==> src/rtl/debug_read_arbiter_pkg.sv <==
// Shared definitions for the debug read arbiter: FSM encodings, port
// indices, default debug bus widths and the read-latency range check.
package debug_read_arbiter_pkg;

   localparam logic ST_IDLE = 1'b0;
   localparam logic ST_WAIT = 1'b1;

   localparam int PORT_LCD  = 0;
   localparam int PORT_HOST = 1;

   localparam int DBG_ADDR_W = 7;
   localparam int DBG_DATA_W = 32;

   localparam int CNT_W   = 4;
   localparam int LAT_MIN = 1;
   localparam int LAT_MAX = 15;

   function automatic bit lat_ok(input int lat);
      return (lat >= LAT_MIN) && (lat <= LAT_MAX);
   endfunction

endpackage

==> src/rtl/debug_read_arbiter_rr_arb2.sv <==
// rr_arb2: combinational 2-way picker.
// Ports: req[1:0] requests, last = port granted previously,
//        fixed = port 0 always wins a tie, gnt[1:0] one-hot grant
//        (all zero when nothing is requested).
module rr_arb2 (
   input  logic [1:0] req,
   input  logic       last,
   input  logic       fixed,
   output logic [1:0] gnt
);

   // Port 0 wins a tie under fixed priority, or when port 1 went last.
   logic w_p0_wins;

   assign w_p0_wins = fixed | last;

   assign gnt[0] = req[0] & (~req[1] | w_p0_wins);
   assign gnt[1] = req[1] & (~req[0] | ~w_p0_wins);

endmodule

==> src/rtl/debug_read_arbiter.sv <==
// debug_read_arbiter: shares the CPU debug read port between the LCD
// refresher (port 0) and the host register dumper (port 1).
// Ports: clk, rst (async, active-high);
//        reqN/addrN in, ackN/validN/dataN out for N = 0, 1;
//        dbg_addr out / dbg_data in to the CPU debug port;
//        busy high while a read is outstanding.
module debug_read_arbiter
   import debug_read_arbiter_pkg::*;
#(
   parameter int ADDR_W     = DBG_ADDR_W,
   parameter int DATA_W     = DBG_DATA_W,
   parameter int RD_LAT     = 1,
   parameter int PRIO_FIXED = 0
) (
   input  logic              clk,
   input  logic              rst,
   input  logic              req0,
   input  logic [ADDR_W-1:0] addr0,
   output logic              ack0,
   output logic              valid0,
   output logic [DATA_W-1:0] data0,
   input  logic              req1,
   input  logic [ADDR_W-1:0] addr1,
   output logic              ack1,
   output logic              valid1,
   output logic [DATA_W-1:0] data1,
   output logic [ADDR_W-1:0] dbg_addr,
   input  logic [DATA_W-1:0] dbg_data,
   output logic              busy
);

   if (!lat_ok(RD_LAT)) begin : g_bad_lat
      $error("debug_read_arbiter: RD_LAT must be within 1..15");
   end

   // Counter value on the edge that samples dbg_data.
   localparam logic [CNT_W-1:0] LAT_LAST = CNT_W'(RD_LAT - 1);

   logic              r_state;
   logic              r_last;
   logic [CNT_W-1:0]  r_cnt;
   logic              r_ack0;
   logic              r_ack1;
   logic              r_valid0;
   logic              r_valid1;
   logic [DATA_W-1:0] r_data0;
   logic [DATA_W-1:0] r_data1;
   logic [ADDR_W-1:0] r_dbg_addr;

   logic [1:0]        w_gnt;
   logic              w_fixed;

   assign w_fixed = (PRIO_FIXED != 0);

   rr_arb2 u_arb (
      .req   ({req1, req0}),
      .last  (r_last),
      .fixed (w_fixed),
      .gnt   (w_gnt)
   );

   always_ff @(posedge clk or posedge rst) begin
      if (rst) begin
         r_state    <= ST_IDLE;
         r_last     <= 1'b1;
         r_cnt      <= '0;
         r_ack0     <= 1'b0;
         r_ack1     <= 1'b0;
         r_valid0   <= 1'b0;
         r_valid1   <= 1'b0;
         r_data0    <= '0;
         r_data1    <= '0;
         r_dbg_addr <= '0;
      end else begin
         // ack and valid are single-cycle pulses.
         r_ack0   <= 1'b0;
         r_ack1   <= 1'b0;
         r_valid0 <= 1'b0;
         r_valid1 <= 1'b0;
         unique case (r_state)
            ST_IDLE: begin
               if (|w_gnt) begin
                  r_state    <= ST_WAIT;
                  r_cnt      <= '0;
                  r_last     <= w_gnt[PORT_HOST];
                  r_ack0     <= w_gnt[PORT_LCD];
                  r_ack1     <= w_gnt[PORT_HOST];
                  r_dbg_addr <= w_gnt[PORT_HOST] ? addr1 : addr0;
               end
            end
            ST_WAIT: begin
               r_cnt <= r_cnt + 1'b1;
               // r_last holds the port that owns this read.
               if (r_cnt == LAT_LAST) begin
                  r_state <= ST_IDLE;
                  if (r_last) begin
                     r_data1  <= dbg_data;
                     r_valid1 <= 1'b1;
                  end else begin
                     r_data0  <= dbg_data;
                     r_valid0 <= 1'b1;
                  end
               end
            end
            default: r_state <= ST_IDLE;
         endcase
      end
   end

   assign ack0     = r_ack0;
   assign ack1     = r_ack1;
   assign valid0   = r_valid0;
   assign valid1   = r_valid1;
   assign data0    = r_data0;
   assign data1    = r_data1;
   assign dbg_addr = r_dbg_addr;
   assign busy     = (r_state == ST_WAIT);

endmodule
==> config.mk <==
export PLATFORM = sky130hd
export DESIGN_NAME = debug_read_arbiter
export DESIGN_NICKNAME = d
export VERILOG_FILES = /design/src/rtl/debug_read_arbiter_pkg.sv /design/src/rtl/debug_read_arbiter_rr_arb2.sv /design/src/rtl/debug_read_arbiter.sv
export SDC_FILE = /design/constraint.sdc
export NUM_CORES = 1
export LEC_CHECK = 0
export CELL_PAD_IN_SITES_DETAIL_PLACEMENT = 1
export CELL_PAD_IN_SITES_GLOBAL_PLACEMENT = 1
export CORE_ASPECT_RATIO = 0.9
export CORE_MARGIN = 5
export CORE_UTILIZATION = 35
export DETAILED_ROUTE_END_ITERATION = 8
export PLACE_DENSITY_LB_ADDON = 0.12
export SYNTH_ARGS = -nofsm -noshare
export SYNTH_HDL_FRONTEND = slang
export SYNTH_SLANG_ARGS = --single-unit
==> constraint.sdc <==
create_clock -name clk -period 2.7 [get_ports clk]
set_input_delay 0.405 -clock clk [delete_from_list [all_inputs] [get_ports clk]]
set_output_delay 0.405 -clock clk [all_outputs]
set_load 0.005 [all_outputs]
==> flow_summary.yaml <==
routing:
  wire_per_inst_um: 17.1
  vias: 2155
  routed_wl_um: 8060
  route.detailed.drc: 0
  wl_met2_um: 4250
  highest_layer: "met4"
  ant_nets: 0
  routed_via_density: 4.58
  wl_met3_um: 405
  wl_met1_um: 3290
  dr.pass1.iters: 4
  drtIter0Drc: 42
cells_and_area:
  final_layout_size_suffix_gt1_frac: 0.261
  final_cells: 471
  nets: 396
  diodes: 0
  finalInstanceArea_um2: 4880
  syn_to_final_growth_pct: 47.7
logic_synthesis:
  synth_cells: 213
  syn-num-nets: 265
  synth_ff_type: "dfrtp_1"
  yosysUniqueCellTypes: 26
  synth_seq_cells: 81
  syn_avg_cell_area_um2: 15.5
  async_flop_share: 1.00
  syn_area_um2: 3300
  yosys_warnings: 0
  synth_edf_count: 0
  yosysSeqAreaShare: 0.614
timing:
  period_share: 0.745
  report.final.slew_viol_count: 0
  tightest_slew_ns: 0.589
  fin_worst_skew_ns: 0.00609
  slew_headroom: 0.607
  period_needed_ns: 2.01
  rsz0062_at_grt: "no"
  final-setup-viol-count: 0
  fmax_mhz: 497
  hold_violations: 0
  final.setup.tns_ns: 0
floorplanning:
  dieArea_um2: 11500
  rows: 33
  die_w_um: 112
  coreArea_um2: 9170
  fp.dieH_um: 102
  io_pins: 126
  start_util: 0.360
power_and_ir_drop:
  irDropWorstVdd_mv: 0.381
  power_density_nw_per_um2: 1180
  totalPowerFinal_mw: 5.75
  p_leak_nw: 2.08
worst_setup_path:
  path_class: "flip-flop to flip-flop"
  r2r_setup_slack_ns: 0.69
  cpMaxStageDelayCell: "dfrtp_1"
  start_kind: "flip-flop"
  cp_max_fo: 10
  end_kind: "flip-flop"
  cp_data_required_time_ns: 2.93
  crit_chain: "inv_1, ha_1, and4bb_4, nor2b_4, buf_4, mux2_4"
  max_stage_delay_ns: 0.43
  arrival_ns: 2.25
global_routing:
  track_usage: 0.145
  overflow: 0
  grt_max_degree: 39
  grt_pass1_wl_um: 12900
  antenna_found_initial: 0
  grt_pass1_vias: 2378
placement:
  port_buffers: 125
  hpwl_um: 5990
  gp_congestion: 0.757
  dpl_cell_area_um2: 4660
  placed_cells: 455
clocking:
  clock_latency_ns: 0.35
  clk_pin_slew_ns: 0.08
  cts_tree: "yes"
  cts_buffer_depth: 2
  postCtsResizedCells: 0
  postCtsSetupBuffers: 0
  clock_sinks: 81
  htree_levels: 3
  root_buffer: "clkbuf_8"
  cts_made_buffers: 9
  cts_hold_buf: 0
min_path:
  hold_class: "primary input to async pin"
job:
  drv_cap: 0
run_status:
  status: "complete, no violations"
## worst paths after layout
| check | startpoint | endpoint | cells after the start |
|---|---|---|---|
| max | r_cnt[0]$_DFFE_PP0P_ | data0[27]$_DFFE_PP0P_ | 6 |
| min | rst | dbg_addr[0]$_DFFE_PP0P_ | 2 |
| max reg2reg | r_cnt[0]$_DFFE_PP0P_ | data0[27]$_DFFE_PP0P_ | 6 |
| min reg2reg | r_cnt[3]$_DFFE_PP0P_ | r_cnt[3]$_DFFE_PP0P_ | 1 |
| max in group asynchronous | rst | r_last$_DFFE_PP1P_ | 3 |
| min in group clk | r_cnt[3]$_DFFE_PP0P_ | r_cnt[3]$_DFFE_PP0P_ | 1 |
## report_power, final
part / switching [mW] / internal, mW
Combinational: 0.792 / 1.81
Clock: 0.452 / 0.524
Sequential: 0.346 / 1.83
Total: 1.59 / 4.16
## synth_stat cells (2+ instances only)
| cell | instances | area (um^2) |
|---|---|---|
| ha_1 | 2 | 25.0 |
| dfrtp_1 | 80 | 2000 |
| nand2_1 | 17 | 63.8 |
| mux2_2 | 35 | 394 |
| o21ai_0 | 3 | 15.0 |
| mux2_4 | 29 | 435 |
| buf_6 | 5 | 56.3 |
| nor2_1 | 9 | 33.8 |
| nand3b_1 | 2 | 15.0 |
| buf_12 | 3 | 60.1 |
| a31oi_1 | 8 | 50.1 |
| inv_1 | 5 | 18.8 |
| clkbuf_1 | 2 | 7.51 |
## layer usage
metal,GRT usage,vias up
met3,0.0426,12
met1,0.167,1080
met2,0.259,63
li1,-,1000
met4,0.0518,0
met5,0,-
## worst max-delay path: cells and delay by family, from the launching register on
family	cells	cell delay (ns)
and+or+nand+nor	2	0.66
DFF	1	0.43
buffers and inverters	2	0.34
adders and majority gates	1	0.15
muxes	1	0.31
## state kept, by name (all words and copies together), names as in the netlist
name / count
r_last: 1
dbg_addr: 7
data0: 32
data1: 32
ack1: 1
valid1: 1
busy: 1
r_cnt: 4
ack0: 1
valid0: 1
## layout make-up
class                   count  area (um^2)
multi-input cells         117         1130
clock inverters             6         91.3
inverters                   5         20.0
well taps                 122          153
flip-flops and latches     81         2030
clock buffers              10          128
fillers                   926         4290
repair buffers            130         1330
## metrics by stage
step | utilization | hold slack, ns | setup slack [ns]
floorplan | - | 0.451 | 0.217
global placement | 0.508 | 0.483 | 0.747
detailed placement | 0.508 | 0.493 | 0.682
CTS | 0.532 | 0.428 | 0.674
global route | 0.532 | 0.463 | 0.596
finish | 0.532 | 0.421 | 0.687
## cell usage in the layout, fill, tap and decap left out, types with 2 or more instances in the layout
cell type        count
a31oi_1              8
buf_12               3
buf_4                2
bufinv_16            2
clkbuf_8             9
clkdlybuf4s50_1    125
clkinvlp_4           3
dfrtp_1             80
ha_1                 2
inv_1                4
mux2_2              35
mux2_4              29
nand2_1             17
nand3b_1             2
nor2_1               9
o21ai_0              3
## logic make-up after synthesis
family          Yosys count  share of synthesized area
fa+ha+maj                 2                    0.00757
flops                    81                      0.614
buf+inv                  15                     0.0432
compound gates           16                     0.0322
mux                      64                      0.251
simple gates             35                     0.0523
(Power assumes the default switching activity.)
